<file path="src/rtl/mem_arbiter.sv">
// rtl/mem_arbiter.sv - round-robin arbiter sharing one memory-unit port among four requesters
`ifndef MEMORY_ADDR_WIDTH
`define MEMORY_ADDR_WIDTH 32
`endif
`ifndef MEMORY_DATA_WIDTH
`define MEMORY_DATA_WIDTH 32
`endif

module mem_arbiter #(
  parameter int NUM_REQ = 4,
  parameter int ADDR_W  = `MEMORY_ADDR_WIDTH,
  parameter int DATA_W  = `MEMORY_DATA_WIDTH,
  parameter int TIMEOUT = 255
) (
  input  logic                      clk,
  input  logic                      rst,
  input  logic [NUM_REQ-1:0]        req_execute,
  input  logic [NUM_REQ*ADDR_W-1:0] req_address1,
  input  logic [NUM_REQ*ADDR_W-1:0] req_address2,
  input  logic [2*NUM_REQ-1:0]      req_func,
  input  logic [NUM_REQ*DATA_W-1:0] req_write_data,
  output logic [NUM_REQ-1:0]        req_ready,
  output logic                      req_error,
  output logic [DATA_W-1:0]         req_read_data1,
  output logic [DATA_W-1:0]         req_read_data2,
  input  logic                      mem_ready,
  input  logic [DATA_W-1:0]         read_data1,
  input  logic [DATA_W-1:0]         read_data2,
  output logic                      mem_execute,
  output logic [ADDR_W-1:0]         address1,
  output logic [ADDR_W-1:0]         address2,
  output logic [1:0]                mem_func,
  output logic [DATA_W-1:0]         write_data,
  output logic [1:0]                grant_id,
  output logic                      busy,
  output logic                      timeout_flag
);

  typedef enum logic [1:0] {S_IDLE, S_WAIT, S_RELEASE} state_t;

  state_t     state;
  logic [1:0] last;
  logic [7:0] cnt;
  logic [1:0] winner;
  logic [1:0] idx;
  logic       found;

  // Scan upward from the previous winner so it ends up with lowest priority.
  always_comb begin
    winner = last;
    found  = 1'b0;
    idx    = '0;
    for (int i = 1; i <= NUM_REQ; i++) begin
      idx = last + 2'(i);
      if (!found && req_execute[idx]) begin
        winner = idx;
        found  = 1'b1;
      end
    end
  end

  always_ff @(posedge clk or negedge rst) begin
    if (!rst) begin
      state          <= S_IDLE;
      last           <= 2'd3;
      cnt            <= '0;
      req_ready      <= '0;
      req_error      <= 1'b0;
      req_read_data1 <= '0;
      req_read_data2 <= '0;
      mem_execute    <= 1'b0;
      address1       <= '0;
      address2       <= '0;
      mem_func       <= '0;
      write_data     <= '0;
      grant_id       <= '0;
      busy           <= 1'b0;
      timeout_flag   <= 1'b0;
    end else begin
      case (state)
        S_IDLE: begin
          if (found) begin
            address1    <= req_address1[winner*ADDR_W +: ADDR_W];
            address2    <= req_address2[winner*ADDR_W +: ADDR_W];
            mem_func    <= req_func[winner*2 +: 2];
            write_data  <= req_write_data[winner*DATA_W +: DATA_W];
            mem_execute <= 1'b1;
            grant_id    <= winner;
            last        <= winner;
            cnt         <= '0;
            busy        <= 1'b1;
            state       <= S_WAIT;
          end
        end
        S_WAIT: begin
          mem_execute <= 1'b0;
          if (mem_ready) begin
            req_read_data1 <= read_data1;
            req_read_data2 <= read_data2;
            req_ready      <= 4'b0001 << grant_id;
            state          <= S_RELEASE;
          end else if (cnt == 8'(TIMEOUT)) begin
            req_ready    <= 4'b0001 << grant_id;
            req_error    <= 1'b1;
            timeout_flag <= 1'b1;
            state        <= S_RELEASE;
          end else begin
            cnt <= cnt + 8'd1;
          end
        end
        S_RELEASE: begin
          req_ready <= '0;
          req_error <= 1'b0;
          busy      <= 1'b0;
          state     <= S_IDLE;
        end
        default: state <= S_IDLE;
      endcase
    end
  end

endmodule

</file>
<file path="config.mk">
export PLATFORM = sky130hd
export DESIGN_NAME = mem_arbiter
export DESIGN_NICKNAME = d
export VERILOG_FILES = /design/src/rtl/mem_arbiter.sv
export SDC_FILE = /design/constraint.sdc
export NUM_CORES = 1
export LEC_CHECK = 0
export CAP_MARGIN = 20
export CORE_AREA = 10 10 242 244
export CTS_BUF_LIST = sky130_fd_sc_hd__clkbuf_4 sky130_fd_sc_hd__clkbuf_8
export DETAILED_ROUTE_END_ITERATION = 8
export DIE_AREA = 0 0 252 254
export MAX_ROUTING_LAYER = met4
export PLACE_DENSITY = 0.58
export SETUP_SLACK_MARGIN = 0.15
export SYNTH_ARGS = -nofsm -noshare
export SYNTH_HDL_FRONTEND = slang
export SYNTH_SLANG_ARGS = --single-unit
</file>
<file path="constraint.sdc">
create_clock -name clk -period 4.7 [get_ports clk]
set_input_delay 1.41 -clock clk [delete_from_list [all_inputs] [get_ports clk]]
set_output_delay 1.41 -clock clk [all_outputs]
set_load 0.03 [all_outputs]
</file>
Word level (Yosys, flattened, before mapping) --
Index checks and enable logic that the tools add are counted.
Cells by class: add/subtract/negate cells 4, multiply operators 0, divide/modulo/power cells 0, order comparisons 4, equal/unequal tests 8, shift operators 5, mux-type cells 33, bitwise gates (word level) 1, reduce and logical (&&, ||, !) cells 19
Operators with widths (number):
- $shiftx 128x8->32 | 3
- $mux 8 | 3
- $pmux 8 s2 | 1
- $mux 2 | 7
- $lt 2x3->1 const B | 4
- $reduce_and 2->1 | 6
- $mux 1 | 11
- $add 8x1->8 const B | 1
- $bmux 1 s2 | 4
- $eq 8x8->1 const B | 1
- $mux 4 | 2
- $ne 2x2->1 const B | 4
- $pmux 4 s2 | 1
- $shiftx 8x4->2 | 1
- $pmux 1 s2 | 3
- $reduce_and 3->1 | 2
- $reduce_bool 2->1 | 3
- $add 2x2->2 const B | 2
- $pmux 2 s2 | 1
- $reduce_and 4->1 | 1
- $shl 1x2->4 const A | 1
- $logic_and 1x1->1 | 3
- $logic_not 1->1 | 3
- $ne 3x3->1 const B | 1
- 5 further kinds | 5
Word-level totals: register bits after elaboration 184, bits in latches 0, RAM bits 0, memory bits (read-only) 0, input port bits 463, output and inout port bits 172, logic and storage cells 89, memories 0

Depth between registers and ports, before layout --
word-level depth 15, depth in mapped cells 9, gate-level depth less buffers 7

Least setup slack after synthesis --
OpenSTA, ideal clock, no wires.
path type input port to flip-flop, from in req_execute[2], to reg address2[23], library setup time 0.128 ns, arrival 2.780 ns, data required time 4.572 ns, setup slack 1.791 ns, stages 8, path buffers 3, cell sequence o21ai_1 -> a21oi_2 -> or3_1 -> buf_4 -> buf_6 -> buf_2 -> a211oi_1 -> a211oi_1
Between the ends: cells in the longest elaborated chain, start to end 13, elaborated cells between the ends (all ways) 24, classes of those cells shift: 1; mux: 16; reduce/logical: 7
Ends and longest elaborated chain:
- start, declared | RTL line 17 | input logic [NUM_REQ-1:0] req_execute,
- $bmux 1 s2 | RTL line 55 | if (!found && req_execute[idx]) begin
- $mux 1 (implied by the code) | RTL line 55
- $mux 1 | RTL line 55
- $logic_not 1->1 | RTL line 55
- $logic_and 1x1->1 | RTL line 55
- $mux 1 | RTL line 55
- $logic_not 1->1 | RTL line 55
- $logic_and 1x1->1 | RTL line 55
- $mux 1 | RTL line 55
- $logic_not 1->1 | RTL line 55
- $logic_and 1x1->1 | RTL line 55
- $mux 2 or $mux 1 (tied branches) | RTL line 55
- $shiftx 128x8->32 or $reduce_and 2->1 (tied branches)
- end signal, assigned | RTL line 84 | address2 <= req_address2[winner*ADDR_W +: ADDR_W];
- end, declared | RTL line 31 | output logic [ADDR_W-1:0] address2,
Several ways; a longest one is shown, not always the timed one. The select of a mux whose other input is x is not followed. A chain may end at the register's enable or synchronous reset.

Worst setup path after layout --
from in req_execute[0], to reg address1[19]
Between the ends: cells in the longest elaborated chain, start to end 13, elaborated cells between the ends (all ways) 24, classes of those cells shift: 1; mux: 16; reduce/logical: 7
Ends and longest elaborated chain:
- $bmux 1 s2 | RTL line 55
- $mux 1 (implied by the code) | RTL line 55
- $mux 1 | RTL line 55
- $logic_not 1->1 | RTL line 55
- $logic_and 1x1->1 | RTL line 55
- $mux 1 | RTL line 55
- $logic_not 1->1 | RTL line 55
- $logic_and 1x1->1 | RTL line 55
- $mux 1 | RTL line 55
- $logic_not 1->1 | RTL line 55
- $logic_and 1x1->1 | RTL line 55
- $mux 2 or $mux 1 (tied branches) | RTL line 55
- $shiftx 128x8->32 or $reduce_and 2->1 (tied branches)
- end signal, assigned | RTL line 83 | address1 <= req_address1[winner*ADDR_W +: ADDR_W];
- end, declared | RTL line 30 | output logic [ADDR_W-1:0] address1,
Several ways; a longest one is shown, not always the timed one. The select of a mux whose other input is x is not followed.

==> metrics.txt <==
outcome finished clean; WP data required ~5200 ps; port bufs 634; Post-Synth XOR/XNOR Area 0%; Routed Antenna Nets 0; antenna violations before repair 3; drt drc 0; Seq/Total Area, Yosys between 40% and 50%; PostCTS Resize Cnt 0; first-pass GRT wire length between 80000 and 90000 um; core area between 50000 and 60000 um^2; pwr/cell area about 660 nW/um^2; share of the synthesized area in the top cell type a little under half; Slew Limit Fails 0; clock sinks 184; Post-Synth Simple-Gate Area between 10% and 20%; CTS tree done; Worst setup SP type input pin; final wirelength 55700 um; die footprint around 64000 um^2; Hold WC Path Type flop to flop; Clock Skews approximately 21 ps; HPWL after DPL between 40000 and 50000 um; Area Overhead vs Synth 75.8%; Avg Inst Size Synth 8.76 um^2; Nets roughly 2.2k; post-synthesis cell type count 39; Die H approximately 250 um; Static Leak just under 7 nW; crit path DAT roughly 3900 ps; Synth Cell Area between 10000 and 15000 um^2; Critical Path Stages 8; WP buf/inv 3; I/O pins roughly 640; top cells by count, synth nand2_1 (213), dfrtp_1 (182), a211oi_1 (176), nor2_1 (107), a21oi_1 (106); area fraction in compound gates after synthesis around a quarter; largest family of logic cells by synthesized area compound AO/OA/AOI/OAI gates; DR iter-0 viols around 560; final hold vios 0; fin crit share between 70% and 80%; Placement Rows between 80 and 90; share of layout cells above drive strength 1 under 10%; YS warnings 0; Slew headroom about 42%; routability cong. 0.942; drt pass-1 iters 4; crit-path max cell delay 750 ps; FF-to-FF path depth 7; crit path capture type flop; Fmax achieved roughly 0.29 GHz; largest net degree at the start of global routing 82; Least-Margin Pin Slew about 880 ps; Slowest cell on crit path o31ai_4; Area contributors post-synth dfrtp_1 (45%), a211oi_1 (13%), nand2_1 (7.9%); Final min period 3450 ps; die width roughly 250 um; WL per Instance approximately 23 um; Hold Path Stages 2; post-DR vias/cell ~4.7; register bit total from synthesis 184; Crit path top cell by count a211oi_1; Max Cap Violations 0; crit-path max FO 36; total power roughly 0.012 W; Final Setup Violations 0; mux share of post-synthesis cell area 7.15%; Clock Tree Buf Depth 2; Num CTS Buffers 17; initial core utilization about a fifth; CP Cell Sequence clkdlybuf4s50_1 -> nand2b_1 -> a21boi_0 -> o31ai_4 -> buf_12 -> buf_4 -> a211oi_1 -> a211oi_1; Overflow after GRT 0; CTS root buf clkbuf_8; post-CTS setup repair buffer count 0; Synth Net Count roughly 1.6k; vias in the first global route ~12k; crit path kind input pin to flop; vias after detailed routing roughly 12k; Syn Inst Count approximately 1.2k; htree depth 4; Hold Buf Count CTS 0; Synth area leader dfrtp_1; Setup TNS 0 ps; Post-synth ARST share 100%; VDD IR max about 0.32 mV; count leader, synth nand2_1; number of synthesized flops with an enable pin 0; RSZ-0062 raised after global routing false; Main synth FF type dfrtp_1; CP top delay family compound AO/OA/AOI/OAI gates; clk slew on worst S/H paths between 100 and 150 ps; clock latency at the later pin of the worst-skew pair around 560 ps; adder-cell share of the synthesized area 0.496%; Global Route Usage Sum 17.3%
-- where the power goes --
| group | total, W | switching, W | leakage [nW] | internal (W) |
|---|---|---|---|---|
| logic | 0.00761 | 0.00457 | 4.53 | 0.00305 |
| clock network | 0.00115 | 0.000701 | 0.182 | 0.000444 |
| registers | 0.00287 | 0.000485 | 2.13 | 0.00238 |
| total | 0.0116 | 0.00575 | 6.84 | 0.00588 |
-- final timing paths --
path	start	end	slack, ps
max	req_execute[0]	address1[19]$_DFFE_PN0P_	1250
min	req_error$_DFFE_PN0P_	req_error$_DFFE_PN0P_	490
max reg2reg	last[0]$_DFFE_PN1P_	address1[19]$_DFFE_PN0P_	2090
min reg2reg	req_error$_DFFE_PN0P_	req_error$_DFFE_PN0P_	490
max in group asynchronous	rst	write_data[5]$_DFFE_PN0P_	2880
min in group asynchronous	rst	req_read_data1[27]$_DFFE_PN0P_	850
-- cells by family after synthesis --
family | count (synthesis)
simple gates | 443
buf+inv | 111
flops | 184
mux | 64
compound gates | 345
fa+ha+maj | 4
-- registers in the layout, indices dropped and copies added (netlist names) --
name	cells
address2	32
last	2
timeout_flag	1
mem_execute	1
req_error	1
cnt	8
grant_id	2
state	2
busy	1
req_read_data2	32
mem_func	2
req_read_data1	32
write_data	32
req_ready	4
address1	32
-- per-layer routing --
metal / track usage [%] / wire length, um / part of all wire, % / vias up
met2: 28.6 / 27500 / 49 / 556
li1: - / - / - / 5306
met5: - / 0 / 0 / -
met3: 5.82 / 4730 / 8.5 / 82
met4: 6.18 / 1490 / 2.7 / 0
met1: 19.1 / 22000 / 39 / 5585
-- worst register-to-register path, delay by kind of cell (launching register included) --
kind            cells  cell delay [ps]
compound gates      3             1050
buf+inv             2              600
flops               1              580
simple gates        2              310
-- cell type report --
class                   count  area, um^2
repair buffers            676        6790
inverters                   4        15.0
well taps                 696         871
multi-input cells         856        5050
clock inverters            13         136
clock buffers              19         249
fillers                  5554       35900
diodes                      3        7.51
flip-flops and latches    184        4610
-- stage by stage --
step	hold WS (ps)	cell area, um^2	util (%)	cells	setup slack, ps
after global placement	466	17300	32.3	2416	577
after CTS	491	17700	33.1	2448	1190
after detailed placement	467	17300	32.3	2416	541
after floorplan	445	10100	-	1151	1790
after global routing	519	17700	33.1	2451	973
final	490	17700	33.1	2451	1250
-- cell usage in the layout (no fill, tap or decap), drive strengths merged, types with 2 or more instances in the layout --
master,instances
nor3,101
a21oi,108
nor2,107
diode,3
nand2b,5
mux2,64
clkbuf,20
o21a,6
a22oi,2
clkinvlp,5
nand2,213
ha,4
clkinv,2
and2,2
o31ai,5
nor2b,2
clkdlybuf4s50,633
or3,2
dfstp,2
a211oi,196
inv,9
dfrtp,182
o21ai,23
nand3,4
buf,42
Power figures use the tool's default switching activity.
